--- src/rtl/fifo_player_pkg.sv ---
// Shared types and entry-layout constants for the FIFO sample player.
// An entry is packed as {hold, value}, with value in the low bits.
package fifo_player_pkg;

  localparam int unsigned DEF_DATA_WIDTH  = 32;
  localparam int unsigned DEF_VALUE_WIDTH = 16;
  localparam int unsigned DEF_HOLD_WIDTH  = DEF_DATA_WIDTH - DEF_VALUE_WIDTH;

  typedef enum logic [2:0] {
    IDLE,
    PRIME,
    PLAY,
    STARVED,
    DRAIN
  } player_state_t;

endpackage

--- src/rtl/player_prefetch_buf.sv ---
// Two-entry register FIFO that absorbs the sample FIFO's read latency.
// Push and pop may happen in the same cycle; head is the oldest entry.
module player_prefetch_buf #(
  parameter int unsigned WIDTH = 32
) (
  input  logic             clk,
  input  logic             reset,
  input  logic             push,
  input  logic [WIDTH-1:0] din,
  input  logic             pop,
  output logic [WIDTH-1:0] head,
  output logic [1:0]       count
);

  logic [WIDTH-1:0] mem [2];
  logic             do_pop;
  logic             do_push;

  assign do_pop  = pop && (count != 2'd0);
  assign do_push = push && ((count != 2'd2) || do_pop);
  assign head    = mem[0];

  // Entries shift toward slot 0 on pop; a push lands just behind the survivors.
  always_ff @(posedge clk or negedge reset) begin
    if (!reset) begin
      mem[0] <= '0;
      mem[1] <= '0;
      count  <= 2'd0;
    end else begin
      case ({do_push, do_pop})
        2'b10: begin
          mem[count[0]] <= din;
          count         <= count + 2'd1;
        end
        2'b01: begin
          mem[0] <= mem[1];
          count  <= count - 2'd1;
        end
        2'b11: begin
          if (count == 2'd1) begin
            mem[0] <= din;
          end else begin
            mem[0] <= mem[1];
            mem[1] <= din;
          end
        end
        default: ;
      endcase
    end
  end

endmodule

--- src/rtl/fifo_sample_player.sv ---
// Read-side consumer of the sample FIFO: pops {hold, value} entries and
// presents each value for hold+1 cycles as a gapless stream.
module fifo_sample_player
  import fifo_player_pkg::*;
#(
  parameter int unsigned DATA_WIDTH  = DEF_DATA_WIDTH,
  parameter int unsigned VALUE_WIDTH = DEF_VALUE_WIDTH
) (
  input  logic                   clk,
  input  logic                   reset,
  input  logic                   start,
  input  logic                   stop,
  input  logic                   fifo_empty,
  input  logic [DATA_WIDTH-1:0]  fifo_dout,
  output logic                   fifo_read,
  output logic [VALUE_WIDTH-1:0] out_value,
  output logic                   out_valid,
  output logic                   underflow,
  output logic                   busy
);

  localparam int unsigned HOLD_WIDTH = DATA_WIDTH - VALUE_WIDTH;

  player_state_t          state, state_nx;
  logic                   in_flight;
  logic [HOLD_WIDTH-1:0]  hold_cnt, hold_cnt_nx;
  logic [VALUE_WIDTH-1:0] out_value_nx;
  logic                   out_valid_nx;
  logic                   underflow_nx;
  logic                   busy_nx;
  logic                   load;

  logic [DATA_WIDTH-1:0]  buf_head;
  logic [1:0]             buf_count;
  logic                   buf_push;
  logic                   buf_pop;
  logic                   avail;
  logic [DATA_WIDTH-1:0]  next_entry;
  logic [1:0]             occupancy;
  logic                   active;

  // Data arriving this cycle bypasses the buffer when the buffer is empty.
  assign avail      = (buf_count != 2'd0) || in_flight;
  assign next_entry = (buf_count != 2'd0) ? buf_head : fifo_dout;
  assign buf_pop    = load && (buf_count != 2'd0);
  assign buf_push   = in_flight && !(load && (buf_count == 2'd0));

  // Read credit: buffered plus in-flight, minus what is consumed now, stays under 2.
  assign occupancy = buf_count + 2'(in_flight);
  assign active    = (state == PRIME) || (state == PLAY) || (state == STARVED);
  assign fifo_read = active && !fifo_empty && (2'(occupancy - 2'(load)) < 2'd2);

  player_prefetch_buf #(
    .WIDTH (DATA_WIDTH)
  ) u_buf (
    .clk   (clk),
    .reset (reset),
    .push  (buf_push),
    .din   (fifo_dout),
    .pop   (buf_pop),
    .head  (buf_head),
    .count (buf_count)
  );

  always_ff @(posedge clk or negedge reset) begin
    if (!reset) begin
      state     <= IDLE;
      in_flight <= 1'b0;
      hold_cnt  <= '0;
      out_value <= '0;
      out_valid <= 1'b0;
      underflow <= 1'b0;
      busy      <= 1'b0;
    end else begin
      state     <= state_nx;
      in_flight <= fifo_read;
      hold_cnt  <= hold_cnt_nx;
      out_value <= out_value_nx;
      out_valid <= out_valid_nx;
      underflow <= underflow_nx;
      busy      <= busy_nx;
    end
  end

  always_comb begin
    state_nx     = state;
    hold_cnt_nx  = hold_cnt;
    load         = 1'b0;
    underflow_nx = start ? 1'b0 : underflow;

    case (state)
      IDLE: begin
        if (start && !stop) state_nx = PRIME;
      end
      PRIME, STARVED: begin
        if (stop) begin
          state_nx = IDLE;
        end else if (avail) begin
          load     = 1'b1;
          state_nx = PLAY;
        end
      end
      PLAY: begin
        if (hold_cnt != '0) begin
          hold_cnt_nx = hold_cnt - HOLD_WIDTH'(1);
          if (stop) state_nx = DRAIN;
        end else if (stop) begin
          state_nx = IDLE;
        end else if (avail) begin
          load = 1'b1;
        end else begin
          state_nx     = STARVED;
          underflow_nx = 1'b1;
        end
      end
      DRAIN: begin
        if (hold_cnt != '0) hold_cnt_nx = hold_cnt - HOLD_WIDTH'(1);
        else                state_nx    = IDLE;
      end
      default: state_nx = IDLE;
    endcase

    if (load) hold_cnt_nx = next_entry[DATA_WIDTH-1:VALUE_WIDTH];
    out_value_nx = load ? next_entry[VALUE_WIDTH-1:0] : out_value;
    out_valid_nx = (state_nx == PLAY) || (state_nx == DRAIN);
    busy_nx      = (state_nx != IDLE);
  end

endmodule

--- config.mk ---
export PLATFORM = sky130hd
export DESIGN_NAME = fifo_sample_player
export DESIGN_NICKNAME = d
export VERILOG_FILES = /design/src/rtl/fifo_player_pkg.sv /design/src/rtl/player_prefetch_buf.sv /design/src/rtl/fifo_sample_player.sv
export SDC_FILE = /design/constraint.sdc
export NUM_CORES = 1
export LEC_CHECK = 0
export CAP_MARGIN = 15
export CORE_MARGIN = 2
export CORE_UTILIZATION = 40
export CTS_CLUSTER_SIZE = 40
export DETAILED_ROUTE_END_ITERATION = 10
export HOLD_SLACK_MARGIN = 0.05
export PLACE_DENSITY = 0.64
export SLEW_MARGIN = 20
export SYNTH_ARGS = -nofsm -noshare
export SYNTH_HDL_FRONTEND = slang
export SYNTH_SLANG_ARGS = --single-unit
--- constraint.sdc ---
create_clock -name clk -period 12.84 [get_ports clk]
set_input_delay 3.852 -clock clk [delete_from_list [all_inputs] [get_ports clk]]
set_output_delay 3.852 -clock clk [all_outputs]
set_load 0.02 [all_outputs]
==> results_dict.tcl <==
set metrics [dict create \
    htree_num_levels 3 \
    status "finished clean" \
    synth.avg_cell_area_um2 10.90 \
    post-route-drc-count 0 \
    p_int_uw 913.5 \
    start_kind "primary input" \
    antennaDiodeCount 0 \
    synth_cell_types 55 \
    finalSetupViolCount 0 \
    cts_hold_buf 0 \
    r2r-start "hold_cnt[0]$_DFFE_PN0P_" \
    required_ns 8.99 \
    r2r_end "in_flight$_DFF_PN0_" \
    gp_congestion 0.8472 \
    final_antenna_net_count 0 \
    die_x_um 118.2 \
    cts_root_buf "clkbuf_16" \
    synthArstFlopShare 1.000 \
    drv_slew 0 \
    power_density_nw_per_um2 236.9 \
    cp.arrival_ns 7.63 \
    synthToLayoutAreaGrowth_pct 18.29 \
    vias 3855 \
    reg2reg_depth 11 \
    path_cells "clkdlybuf4s50_1 -> or2_2 -> o31ai_4 -> nand2_2 -> inv_2 -> ha_1 -> nor2b_1 -> xnor2_1 -> nor4_1 -> clkdlybuf4s50_1" \
    critical_path_class "in -> out" \
    core_um2 12670 \
    endpoint_kind "output pin" \
    cts_sinks 105 \
    vias_per_cell 5.515 \
    clk_pin_slew_ns 0.07 \
    min_path_type "reg -> reg" \
    fin_nets 565 \
    grt.overflow.total 0 \
    p_leak_nw 2.721 \
    port_buffers 56 \
    synth_largest_area_cell "dfrtp_1" \
    layout-drive-gt1-share 0.1385 \
    final_cell_area_um2 6166 \
    start_util 0.4114 \
    cts.repair.resized 0 \
    routed_wl_mm 12.58 \
    swShare 0.3745 \
    yosysTopAreaCellShare 0.5041 \
    grt_max_degree 74 \
    grtUsageTotal 0.1852 \
    synth_area_leaders "dfrtp_1 50%, mux2_4 8.6%, mux2i_1 6.5%" \
    clk_path_buf_depth 2 \
    initialDrtViolationCount 202 \
    period_share 0.8939 \
    synth_warnings 0 \
    dr.pass1.iters 4 \
    yosysSeqAreaShare 0.5041 \
    die_y_um 118.2 \
    endpoint "fifo_read" \
    regToRegSetupSlack_ns 9.06 \
    startpoint "stop" \
    synth_edf_count 0 \
    finalHoldViolations 0 \
    cts_buffers 9 \
    hpwl_mm 8.383 \
    period_needed_ns 11.48 \
    crit_slowest_cell "clkdlybuf4s50_1" \
    seq_power_share 0.411 \
    pwr-share-comb 0.409 \
    max_stage_delay_ns 0.67 \
    slew_headroom 0.3921 \
    switching_power_uw 547.0 \
    crit_path_max_fanout 49 \
    worst-slew-pin-transition_ns 0.9119 \
    wl_per_cell_um 17.99 \
    grt_pass1_wl_mm 20.66 \
    post-cts-setup-buffer-count 0 \
    ioPinCount 57 \
    synth-seq-cells 105 \
    antenna_found_initial 0 \
    dieArea_um2 13960 \
    grt_pass1_vias 4009 \
    placed_cell_area_um2 5888 \
    syn_inst 478 \
    max-vdd-ir-drop_v 0.0001018 \
    cts_tree "built" \
    synth_nets 520 \
    worstSkewPairLatency_ns 0.35 \
    crit_top_cell "clkdlybuf4s50_1" \
    rsz0062_at_grt "false" \
    cap_violations 0 \
    synthFlopType "dfrtp_1" \
    tns_ns 0 \
    syn_area_um2 5212 \
    pwr-share-clk 0.179 \
    clock_skew_ns 0.01355 \
    rows 41 \
    max_freq_ghz 0.08713 \
]
[worst min-delay path by stage]
| stage | startpoint | to | depth (start not counted) |
|---|---|---|---|
| after CTS | out_value[1]$_DFFE_PN0N_ | out_value[1]$_DFFE_PN0N_ | 2 |
| after floorplan | u_buf.mem[0]$_DFFE_PN0P_ | u_buf.head[0]$_DFFE_PN0P_ | 2 |
| after global placement | out_value[13]$_DFFE_PN0N_ | out_value[13]$_DFFE_PN0N_ | 2 |
| after global routing | out_value[12]$_DFFE_PN0N_ | out_value[12]$_DFFE_PN0N_ | 2 |
| final | out_value[1]$_DFFE_PN0N_ | out_value[1]$_DFFE_PN0N_ | 2 |
| after detailed placement | out_value[4]$_DFFE_PN0N_ | out_value[4]$_DFFE_PN0N_ | 2 |
[through the flow]
| step | hold WS, ns | worst slack (ns) | util | power, mW | instances |
|---|---|---|---|---|---|
| 2_1_floorplan | 0.4752 | 2.830 | - | 1.008 | 478 |
| 5_1_grt | 0.5202 | 1.092 | 0.4866 | 1.553 | 699 |
| 4_1_cts | 0.4967 | 1.327 | 0.4866 | 1.472 | 699 |
| 6_report | 0.4881 | 1.363 | 0.4866 | 1.460 | 699 |
| 3_3_place_gp | 0.4742 | 1.443 | 0.4647 | 1.178 | 684 |
| 3_5_place_dp | 0.4730 | 1.334 | 0.4647 | 1.201 | 684 |
[cells by family after synthesis]
logic type / share of synthesized area
AOI/OAI and AO/OA: 0.1325
and+or+nand+nor: 0.1471
buffers and inverters: 0.03505
muxes: 0.1625
xor gates and xnor gates: 0.006720
DFF: 0.5041
adders and majority gates: 0.01200
[area by class of cell]
type,count,area (um^2)
Clock buffer,10,239.0
Inverter,8,30.03
Tap cell,172,215.2
Timing Repair Buffer,63,610.6
Fill cell,1186,6505
Multi-Input combinational cell,336,2405
Sequential cell,105,2628
Clock inverter,5,38.79
[state kept, by name (all words and copies together) (netlist names)]
signal       count
u_buf.mem       32
busy             1
underflow        1
state            3
u_buf.head      32
out_valid        1
out_value       16
in_flight        1
hold_cnt        16
u_buf.count      2
[power groups by stage]
| stage | clock [mW] | sequential (mW) | combinational (mW) |
|---|---|---|---|
| after floorplan | 0 | 0.604 | 0.405 |
| after global placement | 0 | 0.593 | 0.585 |
| after detailed placement | 0 | 0.601 | 0.600 |
| after CTS | 0.270 | 0.600 | 0.603 |
| after global routing | 0.283 | 0.619 | 0.651 |
| final | 0.262 | 0.601 | 0.598 |
[placed cells by master (no fill, tap or decap), types with 2 or more instances in the layout]
cell	synthesis	routed
a21boi_0	2	2
a21oi_1	6	6
a22o_1	3	3
a31o_2	2	2
a32o_1	7	7
buf_4	1	8
clkbuf_16	0	9
clkdlybuf4s50_1	0	55
clkinv_2	0	2
dfrtp_1	105	105
ha_1	5	4
inv_1	7	7
mux2_2	5	5
mux2_4	30	30
mux2i_1	34	34
nand2_1	28	28
nand2b_1	4	4
nand3_1	15	15
nor2_1	77	77
nor2b_1	5	5
nor3_1	6	6
nor3_2	2	2
nor3b_1	2	2
o21ai_0	29	29
o22ai_1	34	34
o41ai_1	3	3
or3_1	7	7
xnor2_1	4	4
[routing by layer]
layer,track usage,wire length [um]
met1,0.2417,5745
met2,0.3049,6070
met3,0.04247,554
met4,0.05949,206
met5,0,0
[critical path, delay by kind of cell]
kind / cells / cell delay (ns)
compound gates: 1 / 0.46
simple gates: 4 / 1.34
fa+ha+maj: 1 / 0.30
buf+inv: 3 / 1.56
xor+xnor: 1 / 0.09
[cell usage after synthesis, drive strengths merged, types with 2 or more instances]
cell and count:
a21boi 2, a31o 3, nor3 9, nand4b 2, a32o 7, a22o 3
nor2b 5, o21ai 31, ha 5, o22ai 34, xnor2 4, dfrtp 105
nor3b 2, buf 13, nand2 29, mux2 35, o41ai 3, nor4 2
clkbuf 16, a21oi 6, mux2i 34, or3 7, nand2b 4, nor2 77
nand3 15, o31ai 2, inv 8
(Power assumes the default switching activity.)
